## config.mk

```make
export PLATFORM = sky130hd
export DESIGN_NAME = load_store_unit
export DESIGN_NICKNAME = d
export VERILOG_FILES = /design/src/rtl/lsu_pkg.sv /design/src/rtl/lsu_lane_align.sv /design/src/rtl/load_store_unit.sv
export SDC_FILE = /design/constraint.sdc
export NUM_CORES = 1
export LEC_CHECK = 0
export ABC_AREA = 1
export CAP_MARGIN = 15
export CELL_PAD_IN_SITES_DETAIL_PLACEMENT = 1
export CELL_PAD_IN_SITES_GLOBAL_PLACEMENT = 1
export CORE_AREA = 8 8 141 117
export CTS_CLUSTER_DIAMETER = 50
export DETAILED_ROUTE_END_ITERATION = 10
export DIE_AREA = 0 0 149 125
export GPL_TIMING_DRIVEN = 0
export PLACE_DENSITY = 0.89
export SYNTH_ARGS = -nofsm -noshare
export SYNTH_HDL_FRONTEND = slang
export SYNTH_SLANG_ARGS = --single-unit
```

## constraint.sdc

```tcl
create_clock -name clk -period 3.3 [get_ports clk]
set_input_delay 0.33 -clock clk [delete_from_list [all_inputs] [get_ports clk]]
set_output_delay 0.33 -clock clk [all_outputs]
set_load 0.01 [all_outputs]
```

## src/rtl/lsu_pkg.sv

```systemverilog
// Shared definitions for the load/store unit: access-size encodings,
// FSM state type, lane masks and small address helpers.
package lsu_pkg;

    localparam logic [1:0] SZ_BYTE = 2'b00;
    localparam logic [1:0] SZ_HALF = 2'b01;
    localparam logic [1:0] SZ_WORD = 2'b10;

    // IDLE accepts requests; WRITE commits a merged sub-word store.
    typedef enum logic {
        IDLE  = 1'b0,
        WRITE = 1'b1
    } lsu_state_t;

    localparam logic [31:0] BYTE_MASK = 32'h0000_00FF;
    localparam logic [31:0] HALF_MASK = 32'h0000_FFFF;
    localparam logic [31:0] WORD_MASK = 32'hFFFF_FFFF;

    // Alignment rule: halfword needs even address, word needs lane 0,
    // the reserved size encoding is always rejected.
    function automatic logic is_misaligned(input logic [1:0] size, input logic [1:0] lane);
        logic bad;
        case (size)
            SZ_BYTE: bad = 1'b0;
            SZ_HALF: bad = lane[0];
            SZ_WORD: bad = (lane != 2'b00);
            default: bad = 1'b1;
        endcase
        return bad;
    endfunction

    // Bit offset of a little-endian byte lane within the word.
    function automatic logic [4:0] lane_shift(input logic [1:0] lane);
        return {lane, 3'b000};
    endfunction

endpackage

```

## src/rtl/lsu_lane_align.sv

```systemverilog
// Purely combinational lane steering: extracts and extends load data from a
// memory word, and merges right-justified store data into an existing word.
module lsu_lane_align
    import lsu_pkg::*;
(
    input  logic [31:0] rd_word,
    input  logic [1:0]  lane,
    input  logic [1:0]  size,
    input  logic        is_unsigned,
    input  logic [31:0] new_data,
    output logic [31:0] load_data,
    output logic [31:0] merged_word
);

    logic [31:0] shifted_s;
    logic [31:0] mask_s;
    logic [31:0] ins_s;

    // Load path: shift the addressed lane down to bit 0, then extend.
    always_comb begin
        shifted_s = rd_word >> lane_shift(lane);
        case (size)
            SZ_BYTE: begin
                if (is_unsigned) begin
                    load_data = {24'h00_0000, shifted_s[7:0]};
                end else begin
                    load_data = {{24{shifted_s[7]}}, shifted_s[7:0]};
                end
            end
            SZ_HALF: begin
                if (is_unsigned) begin
                    load_data = {16'h0000, shifted_s[15:0]};
                end else begin
                    load_data = {{16{shifted_s[15]}}, shifted_s[15:0]};
                end
            end
            SZ_WORD: load_data = rd_word;
            default: load_data = 32'h0000_0000;
        endcase
    end

    // Store path: replace only the target lane(s) of the old word.
    always_comb begin
        case (size)
            SZ_BYTE: begin
                mask_s = BYTE_MASK << lane_shift(lane);
                ins_s  = {24'h00_0000, new_data[7:0]} << lane_shift(lane);
            end
            SZ_HALF: begin
                mask_s = HALF_MASK << lane_shift(lane);
                ins_s  = {16'h0000, new_data[15:0]} << lane_shift(lane);
            end
            SZ_WORD: begin
                mask_s = WORD_MASK;
                ins_s  = new_data;
            end
            default: begin
                mask_s = 32'h0000_0000;
                ins_s  = 32'h0000_0000;
            end
        endcase
        merged_word = (rd_word & ~mask_s) | (ins_s & mask_s);
    end

endmodule

```

## src/rtl/load_store_unit.sv

```systemverilog
// Load/store unit between the memory stage and a 256x32 word-addressed data
// memory. Loads and word stores complete in one cycle; byte/halfword stores
// read the old word, merge, and write it back on the following cycle.
module load_store_unit
    import lsu_pkg::*;
#(
    parameter int WORD_IDX_W = 8,
    parameter int DATA_W     = 32
) (
    input  logic              clk,
    input  logic              rst,
    input  logic              req_valid,
    input  logic              req_write,
    input  logic [1:0]        req_size,
    input  logic              req_unsigned,
    input  logic [31:0]       req_addr,
    input  logic [DATA_W-1:0] req_wdata,
    output logic [DATA_W-1:0] rdata,
    output logic              stall,
    output logic              misaligned,
    output logic [31:0]       mem_address,
    output logic [DATA_W-1:0] mem_write_data,
    output logic              mem_MemWrite,
    output logic              mem_MemRead,
    input  logic [DATA_W-1:0] mem_read_data
);

    lsu_state_t  state_r;
    logic [31:0] merge_r;      // merged word awaiting write-back

    logic [1:0]  lane_s;
    logic        misalign_s;
    logic        accept_s;
    logic        load_s;
    logic        word_store_s;
    logic        sub_store_s;
    logic [31:0] load_data_s;
    logic [31:0] merged_s;
    logic        unused_addr_s;

    // Upper address bits beyond the 1 KiB window are intentionally ignored.
    assign unused_addr_s = ^req_addr[31:WORD_IDX_W+2];

    assign lane_s       = req_addr[1:0];
    assign misalign_s   = req_valid & is_misaligned(req_size, lane_s);
    assign misaligned   = misalign_s;
    assign accept_s     = req_valid & ~misalign_s & (state_r == IDLE);
    assign load_s       = accept_s & ~req_write;
    assign word_store_s = accept_s & req_write & (req_size == SZ_WORD);
    // Only byte/halfword remain once alignment has passed and size is not word.
    assign sub_store_s  = accept_s & req_write & (req_size != SZ_WORD);

    assign mem_address  = {{(32-WORD_IDX_W){1'b0}}, req_addr[WORD_IDX_W+1:2]};

    lsu_lane_align u_align (
        .rd_word     (mem_read_data),
        .lane        (lane_s),
        .size        (req_size),
        .is_unsigned (req_unsigned),
        .new_data    (req_wdata),
        .load_data   (load_data_s),
        .merged_word (merged_s)
    );

    // Sub-word store sequencer: capture the merged word, then write it back.
    always_ff @(posedge clk) begin
        if (rst) begin
            state_r <= IDLE;
            merge_r <= 32'h0000_0000;
        end else begin
            case (state_r)
                IDLE: begin
                    if (sub_store_s) begin
                        merge_r <= merged_s;
                        state_r <= WRITE;
                    end else begin
                        state_r <= IDLE;
                    end
                end
                WRITE:   state_r <= IDLE;
                default: state_r <= IDLE;
            endcase
        end
    end

    // Memory-port and core-side muxing; reset blocks any strobe immediately,
    // so a write-back interrupted by reset never reaches the memory.
    always_comb begin
        rdata          = 32'h0000_0000;
        stall          = 1'b0;
        mem_MemRead    = 1'b0;
        mem_MemWrite   = 1'b0;
        mem_write_data = req_wdata;
        if (rst) begin
            mem_MemRead  = 1'b0;
            mem_MemWrite = 1'b0;
        end else if (state_r == WRITE) begin
            mem_MemWrite   = 1'b1;
            mem_write_data = merge_r;
        end else if (load_s) begin
            mem_MemRead = 1'b1;
            rdata       = load_data_s;
        end else if (word_store_s) begin
            mem_MemWrite = 1'b1;
        end else if (sub_store_s) begin
            mem_MemRead = 1'b1;
            stall       = 1'b1;
        end else begin
            stall = 1'b0;
        end
    end

endmodule

```

* Word-level counts from Yosys, hierarchy flattened
Index checks and enable logic that the tools add are counted.
** Operators by class
- Add/sub/neg operators :: 0
- Shift operators :: 5
- Order comparisons :: 0
- $mul :: 0
- Bitwise gates (word level) :: 14
- Equal/unequal tests :: 3
- Muxes and demuxes :: 24
- Reduce and logical (&&, ||, !) cells :: 3
- Div/mod/pow operators :: 0
** Operators by type and width (count)
- one-hot mux 32 bit (3 select lines) :: 3
- 2-to-1 mux 32 bit :: 7
- AND 32 bit :: 2
- NOT 32 bit :: 1
- OR 32 bit :: 1
- left shift 16 x 5 -> 32 bit :: 1
- left shift 16 x 5 -> 32 bit, first input constant :: 1
- left shift 8 x 5 -> 32 bit :: 1
- left shift 8 x 5 -> 32 bit, first input constant :: 1
- >> shifter 32 x 5 -> 16 bit :: 1
- 2-to-1 mux 1 bit :: 12
- AND 1 bit :: 7
- NOT 1 bit :: 3
- one-hot mux 1 bit (3 select lines) :: 1
- == test 2 x 1 -> 1 bit, second input constant :: 1
- == test 2 bit, second input constant :: 1
- logical NOT 2 bit :: 1
- != test 2 bit, second input constant :: 1
- one-hot mux 1 bit (2 select lines) :: 1
- AND reduction 2 bit :: 1
- nonzero test 2 bit :: 1
** Storage, ports and cells
- Bits in writable memories :: 0
- Memories kept :: 0
- Word-level logic and storage cells :: 51
- Bits in registers :: 33
- Bits in latches :: 0
- Output and inout port bits :: 100
- ROM bits :: 0
- Input port bits :: 103

* Longest topological paths before layout
- Depth in word-level cells :: 13
- Gate-level depth with buffers :: 11
- Gate-level depth less buffers :: 10

* Cells and area by module
A second synthesis with hierarchy kept.
** Second synthesis, totals
- Cell total of the unflattened synthesis :: 741
- Area total of the unflattened synthesis :: 4255.3 um2
** Modules (own cells, without submodules)
- load_store_unit :: area an instance 2451.1 um2, cells each 367, instances 1, sequential area each 660.6 um2
- lsu_lane_align :: area an instance 1804.2 um2, cells each 374, instances 1, sequential area each 0.0 um2

* Worst setup path after synthesis
OpenSTA, ideal clock, no wires.
- Path kind :: input to output
- Start point :: input port req_addr[0]
- End point :: output port rdata[11]
- Stages on the path :: 9
- Required time :: 2.970 ns
- Path slack :: 1.560 ns
- Path buffers :: 2
- Arrival time :: 1.410 ns
- Path through :: buf_6 nor2_4 nand2_1 nand2_1 nand3_1 nor2_1 nand2_2 buf_2 a31oi_1
** Between the ends
- Cells in the longest elaborated chain, start to end :: 10
- Elaborated cells between the ends (all ways) :: 14
- Classes of those cells :: shift: 1; mux: 7; bitwise: 5; reduce/logical: 1
** Ends and longest elaborated chain
- start, declared :: line load_store_unit.sv:16 : input logic [31:0] req_addr,
- branches (longest 7 deep; another with >> shifter 32 x 5 -> 16 bit)
- 2-to-1 mux 32 bit * :: line load_store_unit.sv:100 : end else if (load_s) begin
- 2-to-1 mux 32 bit * :: line load_store_unit.sv:97 : end else if (state_r == WRITE) begin
- 2-to-1 mux 32 bit * :: line load_store_unit.sv:94 : if (rst) begin
- end, declared :: line load_store_unit.sv:18 : output logic [DATA_W-1:0] rdata,
Mark *: on every way between the ends.

* Worst setup path after layout
- Start point :: input port req_addr[1]
- End point :: output port rdata[15]
Same word-level chain as after synthesis.

==> summary.md <==
| Metric | Value |
|---|---|
| Layout cell share with drive strength beyond 1 | `between 10% and 20%` |
| Total power | `0.00146 W` |
| Startpoint types | `input pin` |
| GRT Util Overall | `18.6%` |
| Largest net degree at the start of global routing | `11` |
| RSZ-0062 raised after global routing | `no` |
| Grt total ovfl | `0` |
| Cts bufs inserted | `5` |
| Min-delay worst type | `reg -> reg` |
| Max Freq | `333 MHz` |
| Sequential share of the synthesized area | `17.8%` |
| DP HPWL | `15.0 mm` |
| Pre-Repair DR Iteration Count | `4` |
| Synth async-reset ratio | `0%` |
| Starting Density | `between 20% and 30%` |
| Ys flop type | `dfxtp_1` |
| Max-cap violations | `0` |
| Worst EP required | `2.97 ns` |
| Leakage power | `~2.8 nW` |
| Final period utilization | `91.1%` |
| Warnings from Yosys | `0` |
| Layout Skew | `0.00305 ns` |
| Critical Path AT | `about 2.7 ns` |
| Vias in the first global route | `slightly above 5k` |
| Average size of a mapped cell | `roughly 5.6 um2` |
| Die height | `125 um` |
| Residual DRC count | `0` |
| Util after Layout | `39.1%` |
| Worst slack, placed | `0.193 ns` |
| Synth cell types | `29` |
| Status | `finished, final reports clean` |
| Power Density | `about 260 mW/mm2` |
| Die width | `149 um` |
| Yosys top cell area share | `21.1%` |
| Least-Margin Pin Slew | `between 0.5 and 0.6 ns` |
| Vias per cell | `roughly 4.7` |
| Mapped Area | `roughly 0.0037 mm2` |
| Sink Count | `33` |
| Cell taking the most area after synthesis | `nand2_1` |
| Final net count | `945` |
| Row count | `40` |
| Clock Latency Late Sink | `0.28 ns` |
| Post-layout min period | `3.01 ns` |
| Port bufs | `146` |
| Peak supply drop | `0.160 mV` |
| Commonest cells post-synth | `nand2_1, nand3_1, nor2_1` |
| Initial antenna violation count | `0` |
| Initial DRC Count | `~260` |
| Slew headroom | `64.4%` |
| Final Hold Viols | `0` |
| Final setup margin | `0.294 ns` |
| Via count | `~4.9k` |
| Top-count cell post-synth | `nand2_1` |
| Total core area | `approximately 0.014 mm2` |
| Synth top area cells | `nand2_1, dfxtp_1, nand3_1, nor2_1, buf_4` |
| Setup violators final | `0` |
| Slew Limit Fails | `0` |
| I/O Pins | `203` |
| Flops & latches, synth | `33` |
| Critical path type | `in -> out` |
| Design area | `0.00564 mm2` |
| Deepest clock path buffer count | `2` |
| Clock transition at path regs | `0.05 ns` |
| Area after DPL | `between 0.005 and 0.006 mm2` |
| Global-route wire length before repair | `27.8 mm` |
| Post-synthesis instance total | `666` |
| Total Neg Setup Slack | `0 ns` |
| GP Congestion | `about 0.93` |
| Avg WL per Cell | `17.0 um` |
| Post-synth EDFFs | `0` |
| CTS tree | `built` |
| Synth-to-layout area growth | `51.6%` |
| Max FO, Critical Path | `10` |
| Final wirelength | `17.6 mm` |
| Post CTS Setup Buffer Count | `0` |
| Post-route ant nets | `0` |
| H-tree levels | `2` |
| N_diodes | `0` |
| Clk root buf | `clkbuf_16` |
| Die footprint | `0.0186 mm2` |
| Critical Path Sink Type | `output pin` |
==> registers in the layout, summed over array words and instances (netlist names) <==
signal and flops:
merge_r 32, state_r 1
==> layer usage <==
metal | wire (um) | global-route usage, % | up-vias | share of wire (%)
li1 | - | - | 2406 | -
met1 | 8040 | 24.8 | 2281 | 46
met2 | 8090 | 31.0 | 162 | 46
met3 | 1330 | 4.04 | 8 | 7.6
met4 | 88 | 1.84 | 0 | 0.50
met5 | 0 | 0 | - | 0
==> placed cells by master, fill, tap and decap left out, types with 2 or more instances in the layout <==
| master | n |
|---|---|
| inv_2 | 7 |
| dfxtp_1 | 33 |
| clkdlybuf4s50_1 | 146 |
| nor2_1 | 86 |
| inv_1 | 66 |
| buf_6 | 3 |
| a22oi_1 | 3 |
| a31oi_1 | 11 |
| buf_2 | 21 |
| nor2_4 | 3 |
| nand3_1 | 95 |
| nand2_2 | 2 |
| nand2_1 | 209 |
| o21bai_1 | 9 |
| mux2_2 | 24 |
| o22ai_1 | 12 |
| o21ai_0 | 12 |
| clkbuf_16 | 5 |
| clkinv_1 | 2 |
| conb_1 | 24 |
| nor2_2 | 2 |
| clkbuf_1 | 10 |
| buf_4 | 37 |
| a21oi_1 | 13 |
==> worst paths after layout <==
kind | depth (start not counted) | startpoint | endpoint | slack (ns)
worst max-delay path | 8 | req_addr[1] | rdata[15] | 0.29
worst min-delay path | 2 | merge_r[2] | merge_r[2] | 0.48
worst max register to register | 7 | state_r | merge_r[26] | 1.86
worst min register to register | 2 | merge_r[2] | merge_r[2] | 0.48
==> metrics by stage <==
| stage | instances | hold slack [ns] |
|---|---|---|
| after floorplan | 689 | 0.402 |
| after global placement | 1024 | 0.464 |
| final | 1032 | 0.485 |
| after CTS | 1032 | 0.488 |
| after detailed placement | 1024 | 0.474 |
| after global routing | 1032 | 0.514 |
==> critical path: stages <==
cell	delay, ns
clkdlybuf4s50_1	0.54
nor2_2	0.41
o211ai_1	0.15
nand2_1	0.13
nand2_2	0.10
buf_2	0.21
a21oi_1	0.22
clkdlybuf4s50_1	0.58
==> what timing repair did <==
action / 4_1_cts / 5_1_grt
gates resized for setup: 0 / 1
endpoints found under the setup margin: 0 / 1
hold buffers: 0 / 0
==> logic make-up after synthesis <==
kind of cell | Yosys count | share of synthesized area, %
buf+inv | 145 | 19.7
other cells | 1 | 0.101
flops | 33 | 17.8
mux | 24 | 7.26
simple gates | 400 | 45.0
compound gates | 63 | 10.2
==> cell type report <==
class                   count  area (um2)
plain buffers              70         452
repair buffers            146        1460
clock buffers               8         136
flip-flops and latches     33         661
fillers                  1941        8770
multi-input cells         511        2410
inverters                  75         282
well taps                 189         236
==> power breakdown <==
part           leakage (nW)  switching (W)  internal (W)
logic                  2.46       0.000317      0.000271
clock network        0.0652       0.000165      0.000280
registers             0.269     0.00000971      0.000419
total                  2.79       0.000492      0.000970
Note: power is estimated with default switching activity, not from simulation.
